===== config.mk =====
export PLATFORM = sky130hd
export DESIGN_NAME = cache_ctrl_flat
export DESIGN_NICKNAME = d
export VERILOG_FILES = /design/src/rtl/cache_ctrl_pkg.sv /design/src/rtl/cache_ctrl_if.sv /design/src/rtl/cache_ctrl_sat_counter.sv /design/src/rtl/cache_ctrl.sv /design/src/flat_wrapper.sv
export SDC_FILE = /design/constraint.sdc
export NUM_CORES = 1
export LEC_CHECK = 0
export CORE_MARGIN = 2
export CORE_UTILIZATION = 50
export CTS_CLUSTER_DIAMETER = 60
export CTS_CLUSTER_SIZE = 40
export DETAILED_ROUTE_END_ITERATION = 12
export DONT_BUFFER_PORTS = 1
export PLACE_DENSITY = 0.72
export SYNTH_ARGS = -nofsm -noshare
export SYNTH_HDL_FRONTEND = slang
export SYNTH_SLANG_ARGS = --single-unit

===== constraint.sdc =====
create_clock -name clk -period 1.9 [get_ports clk]
set_input_delay 0.38 -clock clk [delete_from_list [all_inputs] [get_ports clk]]
set_output_delay 0.38 -clock clk [all_outputs]
set_load 0.02 [all_outputs]

===== src/rtl/cache_ctrl_pkg.sv =====
// rtl/cache_ctrl_pkg.sv - shared types, default widths and address helpers for cache_ctrl
package cache_pkg;

    localparam int IDX_W  = 4;
    localparam int TAG_W  = 4;
    localparam int DATA_W = 8;
    localparam int CNT_W  = 8;
    localparam int ADDR_W = IDX_W + TAG_W;

    typedef enum logic [1:0] {
        IDLE   = 2'd0,
        LOOKUP = 2'd1,
        MISS   = 2'd2,
        FILL   = 2'd3
    } state_t;

    // Addresses are {tag, index} with the index in the LSBs.
    function automatic logic [IDX_W-1:0] idx_of(input logic [ADDR_W-1:0] a);
        return a[IDX_W-1:0];
    endfunction

    function automatic logic [TAG_W-1:0] tag_of(input logic [ADDR_W-1:0] a);
        return a[ADDR_W-1:IDX_W];
    endfunction

endpackage


===== src/rtl/cache_ctrl_if.sv =====
// rtl/cache_ctrl_if.sv - CPU, backing-memory, SRAM and statistics signals of cache_ctrl
interface cache_ctrl_if #(
    parameter int IDX_W  = cache_pkg::IDX_W,
    parameter int TAG_W  = cache_pkg::TAG_W,
    parameter int DATA_W = cache_pkg::DATA_W,
    parameter int CNT_W  = cache_pkg::CNT_W
);
    logic                   req_valid;
    logic [IDX_W+TAG_W-1:0] req_addr;
    logic                   req_ready;
    logic                   rsp_valid;
    logic [DATA_W-1:0]      rsp_data;
    logic                   rsp_hit;
    logic                   flush;
    logic                   mem_req;
    logic [IDX_W+TAG_W-1:0] mem_addr;
    logic                   mem_ack;
    logic [DATA_W-1:0]      mem_rdata;
    logic [2**IDX_W-1:0]    sram_wl;
    logic                   sram_we;
    logic [TAG_W-1:0]       sram_tag_in;
    logic [DATA_W-1:0]      sram_data_in;
    logic [TAG_W-1:0]       sram_tag_out;
    logic [DATA_W-1:0]      sram_data_out;
    logic [CNT_W-1:0]       hit_cnt;
    logic [CNT_W-1:0]       miss_cnt;

    modport master (
        input  req_valid, req_addr, flush, mem_ack, mem_rdata, sram_tag_out, sram_data_out,
        output req_ready, rsp_valid, rsp_data, rsp_hit, mem_req, mem_addr,
               sram_wl, sram_we, sram_tag_in, sram_data_in, hit_cnt, miss_cnt
    );

    modport slave (
        output req_valid, req_addr, flush, mem_ack, mem_rdata, sram_tag_out, sram_data_out,
        input  req_ready, rsp_valid, rsp_data, rsp_hit, mem_req, mem_addr,
               sram_wl, sram_we, sram_tag_in, sram_data_in, hit_cnt, miss_cnt
    );

endinterface


===== src/rtl/cache_ctrl_sat_counter.sv =====
// rtl/cache_ctrl_sat_counter.sv - saturating up-counter used for hit/miss statistics
module sat_counter #(
    parameter int W = 8
) (
    input  logic         clk,
    input  logic         rst_n,
    input  logic         inc,
    output logic [W-1:0] cnt
);

    logic [W-1:0] r_cnt;

    always_ff @(posedge clk or negedge rst_n) begin
        if (!rst_n) begin
            r_cnt <= '0;
        end else if (inc && (r_cnt != {W{1'b1}})) begin
            r_cnt <= r_cnt + W'(1);
        end
    end

    assign cnt = r_cnt;

endmodule


===== src/rtl/cache_ctrl.sv =====
// rtl/cache_ctrl.sv - direct-mapped read cache controller sequencing an external tag/data SRAM
module cache_ctrl
    import cache_pkg::*;
#(
    parameter int IDX_W  = cache_pkg::IDX_W,
    parameter int TAG_W  = cache_pkg::TAG_W,
    parameter int DATA_W = cache_pkg::DATA_W,
    parameter int CNT_W  = cache_pkg::CNT_W
) (
    input  logic         clk,
    input  logic         rst_n,
    cache_ctrl_if.master bus
);

    localparam int LINES = 2**IDX_W;
    localparam int AW    = IDX_W + TAG_W;

    state_t              r_state;
    state_t              w_next;
    logic [AW-1:0]       r_addr;
    logic [DATA_W-1:0]   r_fill;
    logic [DATA_W-1:0]   r_rsp_data;
    logic                r_rsp_valid;
    logic                r_rsp_hit;
    logic                r_flush_pend;
    logic [LINES-1:0]    r_valid;
    logic [LINES-1:0]    r_sram_wl;
    logic                r_sram_we;
    logic                r_mem_req;
    logic [LINES-1:0]    w_wl_next;
    logic                w_we_next;
    logic                w_mem_req_next;
    logic                w_req_ready;
    logic                w_accept;
    logic                w_hit;
    logic                w_hit_inc;
    logic                w_miss_inc;
    logic                w_flush_clr;
    logic [CNT_W-1:0]    w_hit_cnt;
    logic [CNT_W-1:0]    w_miss_cnt;

    assign w_req_ready = (r_state == IDLE) && !bus.flush && !r_flush_pend;
    assign w_accept    = bus.req_valid && w_req_ready;
    assign w_hit       = r_valid[idx_of(r_addr)] && (bus.sram_tag_out == tag_of(r_addr));
    assign w_hit_inc   = (r_state == LOOKUP) && w_hit;
    assign w_miss_inc  = (r_state == LOOKUP) && !w_hit;
    assign w_flush_clr = (r_state == IDLE) && r_flush_pend;

    always_ff @(posedge clk or negedge rst_n) begin
        if (!rst_n) begin
            r_state <= IDLE;
        end else begin
            r_state <= w_next;
        end
    end

    always_comb begin
        w_next = r_state;
        unique case (r_state)
            IDLE:    if (w_accept) w_next = LOOKUP;
            LOOKUP:  w_next = w_hit ? IDLE : MISS;
            MISS:    if (bus.mem_ack) w_next = FILL;
            FILL:    w_next = IDLE;
            default: w_next = IDLE;
        endcase
    end

    // SRAM and memory strobes are decoded from the next state and registered,
    // so LOOKUP sees the wordline of the address accepted at the entry edge.
    always_comb begin
        w_wl_next      = '0;
        w_we_next      = 1'b0;
        w_mem_req_next = 1'b0;
        case (w_next)
            LOOKUP: w_wl_next = LINES'(1) << idx_of(bus.req_addr);
            MISS:   w_mem_req_next = 1'b1;
            FILL: begin
                w_wl_next = LINES'(1) << idx_of(r_addr);
                w_we_next = 1'b1;
            end
            default: ;
        endcase
    end

    always_ff @(posedge clk or negedge rst_n) begin
        if (!rst_n) begin
            r_sram_wl <= '0;
            r_sram_we <= 1'b0;
            r_mem_req <= 1'b0;
        end else begin
            r_sram_wl <= w_wl_next;
            r_sram_we <= w_we_next;
            r_mem_req <= w_mem_req_next;
        end
    end

    always_ff @(posedge clk or negedge rst_n) begin
        if (!rst_n) begin
            r_addr      <= '0;
            r_fill      <= '0;
            r_rsp_data  <= '0;
            r_rsp_hit   <= 1'b0;
            r_rsp_valid <= 1'b0;
        end else begin
            r_rsp_valid <= 1'b0;
            if (w_accept) begin
                r_addr <= bus.req_addr;
            end
            if ((r_state == MISS) && bus.mem_ack) begin
                r_fill <= bus.mem_rdata;
            end
            if (w_hit_inc) begin
                r_rsp_data  <= bus.sram_data_out;
                r_rsp_hit   <= 1'b1;
                r_rsp_valid <= 1'b1;
            end else if (r_state == FILL) begin
                r_rsp_data  <= r_fill;
                r_rsp_hit   <= 1'b0;
                r_rsp_valid <= 1'b1;
            end
        end
    end

    // A new flush pulse takes priority so a pulse landing on the clearing cycle is not lost.
    always_ff @(posedge clk or negedge rst_n) begin
        if (!rst_n) begin
            r_flush_pend <= 1'b0;
        end else if (bus.flush) begin
            r_flush_pend <= 1'b1;
        end else if (w_flush_clr) begin
            r_flush_pend <= 1'b0;
        end
    end

    always_ff @(posedge clk or negedge rst_n) begin
        if (!rst_n) begin
            r_valid <= '0;
        end else if (w_flush_clr) begin
            r_valid <= '0;
        end else if (r_state == FILL) begin
            r_valid[idx_of(r_addr)] <= 1'b1;
        end
    end

    sat_counter #(.W(CNT_W)) u_hit_cnt (
        .clk   (clk),
        .rst_n (rst_n),
        .inc   (w_hit_inc),
        .cnt   (w_hit_cnt)
    );

    sat_counter #(.W(CNT_W)) u_miss_cnt (
        .clk   (clk),
        .rst_n (rst_n),
        .inc   (w_miss_inc),
        .cnt   (w_miss_cnt)
    );

    assign bus.req_ready    = w_req_ready;
    assign bus.rsp_valid    = r_rsp_valid;
    assign bus.rsp_data     = r_rsp_data;
    assign bus.rsp_hit      = r_rsp_hit;
    assign bus.mem_req      = r_mem_req;
    assign bus.mem_addr     = r_addr;
    assign bus.sram_wl      = r_sram_wl;
    assign bus.sram_we      = r_sram_we;
    assign bus.sram_tag_in  = tag_of(r_addr);
    assign bus.sram_data_in = r_fill;
    assign bus.hit_cnt      = w_hit_cnt;
    assign bus.miss_cnt     = w_miss_cnt;

endmodule

===== src/flat_wrapper.sv =====
// flat-port wrapper written by rule: the top's interface ports become plain ports
module cache_ctrl_flat import cache_pkg::*;
#(
    parameter int IDX_W  = cache_pkg::IDX_W,
    parameter int TAG_W  = cache_pkg::TAG_W,
    parameter int DATA_W = cache_pkg::DATA_W,
    parameter int CNT_W  = cache_pkg::CNT_W
)
  (clk, rst_n, bus_req_valid, bus_req_addr, bus_flush, bus_mem_ack, bus_mem_rdata, bus_sram_tag_out, bus_sram_data_out, bus_req_ready, bus_rsp_valid, bus_rsp_data, bus_rsp_hit, bus_mem_req, bus_mem_addr, bus_sram_wl, bus_sram_we, bus_sram_tag_in, bus_sram_data_in, bus_hit_cnt, bus_miss_cnt);
  cache_ctrl_if #(.IDX_W(IDX_W), .TAG_W(TAG_W), .DATA_W(DATA_W), .CNT_W(CNT_W)) bus_i ();
  input  logic clk;
  input  logic rst_n;
  input wire logic [$bits(bus_i.req_valid)-1:0] bus_req_valid;
  input wire logic [$bits(bus_i.req_addr)-1:0] bus_req_addr;
  input wire logic [$bits(bus_i.flush)-1:0] bus_flush;
  input wire logic [$bits(bus_i.mem_ack)-1:0] bus_mem_ack;
  input wire logic [$bits(bus_i.mem_rdata)-1:0] bus_mem_rdata;
  input wire logic [$bits(bus_i.sram_tag_out)-1:0] bus_sram_tag_out;
  input wire logic [$bits(bus_i.sram_data_out)-1:0] bus_sram_data_out;
  output wire logic [$bits(bus_i.req_ready)-1:0] bus_req_ready;
  output wire logic [$bits(bus_i.rsp_valid)-1:0] bus_rsp_valid;
  output wire logic [$bits(bus_i.rsp_data)-1:0] bus_rsp_data;
  output wire logic [$bits(bus_i.rsp_hit)-1:0] bus_rsp_hit;
  output wire logic [$bits(bus_i.mem_req)-1:0] bus_mem_req;
  output wire logic [$bits(bus_i.mem_addr)-1:0] bus_mem_addr;
  output wire logic [$bits(bus_i.sram_wl)-1:0] bus_sram_wl;
  output wire logic [$bits(bus_i.sram_we)-1:0] bus_sram_we;
  output wire logic [$bits(bus_i.sram_tag_in)-1:0] bus_sram_tag_in;
  output wire logic [$bits(bus_i.sram_data_in)-1:0] bus_sram_data_in;
  output wire logic [$bits(bus_i.hit_cnt)-1:0] bus_hit_cnt;
  output wire logic [$bits(bus_i.miss_cnt)-1:0] bus_miss_cnt;
  assign bus_i.req_valid = bus_req_valid;
  assign bus_i.req_addr = bus_req_addr;
  assign bus_i.flush = bus_flush;
  assign bus_i.mem_ack = bus_mem_ack;
  assign bus_i.mem_rdata = bus_mem_rdata;
  assign bus_i.sram_tag_out = bus_sram_tag_out;
  assign bus_i.sram_data_out = bus_sram_data_out;
  assign bus_req_ready = bus_i.req_ready;
  assign bus_rsp_valid = bus_i.rsp_valid;
  assign bus_rsp_data = bus_i.rsp_data;
  assign bus_rsp_hit = bus_i.rsp_hit;
  assign bus_mem_req = bus_i.mem_req;
  assign bus_mem_addr = bus_i.mem_addr;
  assign bus_sram_wl = bus_i.sram_wl;
  assign bus_sram_we = bus_i.sram_we;
  assign bus_sram_tag_in = bus_i.sram_tag_in;
  assign bus_sram_data_in = bus_i.sram_data_in;
  assign bus_hit_cnt = bus_i.hit_cnt;
  assign bus_miss_cnt = bus_i.miss_cnt;
  cache_ctrl #(.IDX_W(IDX_W), .TAG_W(TAG_W), .DATA_W(DATA_W), .CNT_W(CNT_W)) u_core (.clk(clk), .rst_n(rst_n), .bus(bus_i));
endmodule

==> flow_summary.yaml <==
cts:
  clock_sinks: 79
  root_buffer: "clkbuf_8"
  cts_tree: "done"
  cts_buffer_depth: 2
  htreeDepth: 3
  numCtsBuffers: 9
  clk_latency_ps: 370
  clk_pin_slew_ps: 90
yosys:
  ys_ff_latch: 79
  yosys_warnings: 0
  synth_top_area_share_pct: 56.03
  netlist.top_cell.by_area: "dfrtp_1"
  synthArstFlopShare_pct: 100.0
  synth_top_flop_cell: "dfrtp_1"
  synth_area_per_cell_um2: 10.26
  syn_nets: 379
  ys_types: 43
  synth-seq-area-share_pct: 56.03
  syn-instance-count: 344
  synth_edf_count: 0
  synth_area_mm2: 0.003528
  synth_area_leaders: "dfrtp_1 56%, nand2_1 6.5%, nor2_1 5.5%"
drt:
  wl_um: 8128
  drc: 0
  final_antenna_net_count: 0
  drt_iter0_markers: 168
  wl_per_cell_um: 16.86
  via_per_inst: 5.515
  dr_total_vias: 2658
  dr.pass1.iters: 7
floorplanning:
  core_mm2: 0.006794
  die-area_mm2: 0.007745
  initial_utilization_pct: 51.93
  io_pins: 98
  die_y_um: 88.01
  die_w_um: 88.01
  rows: 30
worst_setup_path:
  arrival_ps: 2280
  path_class: "reg2reg"
  endpoint_kind: "register"
  path_max_fanout: 6
  crit_required_ps: 2150
  critPathLaunchType: "register"
power_and_ir_drop:
  p_seq_share_pct: 42.5
  ir_drop_uv: 828.7
  total_power_uw: 6316
  powerDensity_mw_per_mm2: 1488
  intPower_uw: 3727
  p_clk_share_pct: 19.9
  combPwrFrac_pct: 37.6
  power.switching_uw: 2589
  power.static_leakage_uw: 0.002033
  sw_frac_of_total_pct: 40.99
hold_path:
  hold_class: "in2async"
global_routing:
  grt_overflow: 0
  grt_usage_pct: 20.39
  grt_pass1_vias: 2462
  grt_max_degree: 80
  grt_pass1_wl_um: 11990
  antenna_found_initial: 0
placement:
  portBuffers: 0
  post-place-ws_ps: -102.6
  place_hpwl_um: 5435
  routabilityCongestion: 0.8747
  place_inst: 456
sta:
  rsz0062_at_grt: "true"
  slew_headroom_pct: 63.96
  setup_viol: 20
  worst_hold_slack_ps: -301.6
  finalClockSkew_ps: 10.89
  worst_pin_slew_ps: 536.5
  setup_slack_ps: -121.8
  finalCriticalPeriod_ps: 2022
  fin_crit_sh_pct: 106.4
  drv_slew: 0
  fmax_ghz: 0.4946
  hold_violations: 79
cells_and_area:
  final_util_pct: 62.47
  nNetsFinal: 416
  finalNonFillerCells: 482
  n_antenna_cell: 0
  drive_gt1_share_pct: 23.06
  syn_to_final_growth_pct: 20.28
run_status:
  violations: "hold timing, setup timing"
  outcome: "complete, but fails checks"
flow_run:
  cap_violations: 0
==> what timing repair did <==
item	in CTS	in global routing
setup buffers	3	4
gates resized for setup	2	15
endpoints found under the hold margin	79	79
pin swaps	1	6
gates cloned	0	3
setup endpoints to repair	18	26
==> critical path: stages (launching register included) <==
cell       delay [ps]
dfrtp_2           430
buf_12            140
mux2i_2           170
a22oi_1           100
and4_4            210
a31oi_4           310
clkbuf_16         220
mux2i_1            70
a221o_1           260
==> sequential cells by signal (all words and copies together) (netlist names) <==
| name | flops |
|---|---|
| u_core.bus.sram_wl | 16 |
| u_core.r_valid | 16 |
| u_core.bus.mem_addr | 8 |
| u_core.bus.rsp_data | 8 |
| u_core.bus.sram_data_in | 8 |
| u_core.u_hit_cnt.cnt | 8 |
| u_core.u_miss_cnt.cnt | 8 |
| u_core.r_state | 2 |
| u_core.bus.mem_req | 1 |
| u_core.bus.rsp_hit | 1 |
| u_core.bus.rsp_valid | 1 |
| u_core.bus.sram_we | 1 |
| u_core.r_flush_pend | 1 |
==> kinds of logic after synthesis <==
logic type | after synthesis | share of synthesized area [%]
AND/OR/NAND/NOR | 149 | 18.76
multiplexers | 26 | 7.695
buffers and inverters | 26 | 3.830
XOR/XNOR | 13 | 3.227
adder cells (fa/ha/maj) | 2 | 0.7091
flip-flops | 79 | 56.03
AO/OA/AOI/OAI | 49 | 9.752
==> area by class of cell <==
cell class                 instances  area (um^2)
sequential                        79         1981
multi-input combinational        240         1526
tap                               96        120.1
clock buffer                      10        127.6
inverter                           7        26.28
fill                             572         2550
clock inverter                     6        68.82
timing repair buffer              44        394.1
==> cell usage in the layout (no fill, tap or decap), types with 2 or more instances in the layout <==
cell type	count
nor3_1	3
nand3b_1	2
ha_1	2
a221o_1	8
a31oi_1	4
and3_1	4
xnor2_1	6
mux2_2	7
a21oi_1	20
nor2_1	51
nor3_4	2
o21ai_0	4
xor2_2	2
nor4_2	2
xor2_1	5
inv_6	2
nor2b_1	4
a31oi_4	2
nand2b_1	2
a22oi_1	3
nand4_1	6
mux2i_1	13
nand2_1	60
mux2i_2	3
inv_1	7
mux2_4	2
clkbuf_8	9
buf_12	2
dfrtp_1	76
dfrtp_2	3
buf_4	39
nand3_1	6
nor3b_1	2
clkbuf_16	2
==> stage by stage <==
step	cell area [um^2]	TNS (ps)
after global placement	3841	-255.2
after CTS	4080	-640.6
after floorplan	3557	-1232
after detailed placement	3841	-1032
after global routing	4244	-2635
final	4244	-1171
==> power by group through the flow <==
stage	clock (uW)	combinational (uW)	sequential (uW)
after floorplan	0	1370	2750
after global placement	0	1970	2720
after detailed placement	0	2020	2740
after CTS	1270	2140	2680
after global routing	1350	2560	2740
final	1260	2380	2680
==> synthesized netlist by cell type, types with 2 or more instances <==
cell type / number
dfrtp_1: 79
nand2_1: 61
nor2_1: 52
a21oi_1: 21
mux2i_1: 17
clkbuf_1: 9
a221o_1: 8
mux2_2: 8
inv_1: 7
xor2_1: 7
nand3_1: 6
nand4_1: 6
xnor2_1: 6
a31oi_1: 4
and3_1: 4
buf_4: 4
nor2b_1: 4
o21ai_0: 4
a22oi_1: 3
buf_2: 3
nor3_1: 3
ha_1: 2
nand2b_1: 2
nand3b_1: 2
nor3_2: 2
nor3b_1: 2
nor4_1: 2
==> routing by layer <==
layer,share of wire [%],routed length [um],GRT usage [%],vias to the layer above
li1,-,-,-,1245
met1,42,3440,26.98,1293
met2,48,3906,30.79,100
met3,7.4,603,6.880,20
met4,2.2,177,8.671,0
met5,0,0,0,-
==> worst paths after layout <==
kind	from	end	slack, ps	depth (start not counted)
max	u_core.bus.mem_addr[3]	u_core.bus.rsp_data[5]	-120	8
min in group clk	bus_mem_rdata[6]	u_core.bus.sram_data_in[6]	110	2
max reg2reg	u_core.bus.mem_addr[3]	u_core.bus.rsp_data[5]	-120	8
max in group asynchronous	rst_n	u_core.bus.mem_addr[4]	2030	0
min	rst_n	u_core.u_miss_cnt.cnt[3]	-300	0
min reg2reg	u_core.r_valid[4]	u_core.r_valid[4]	510	2
No activity file was read; power rests on OpenSTA's default activity.
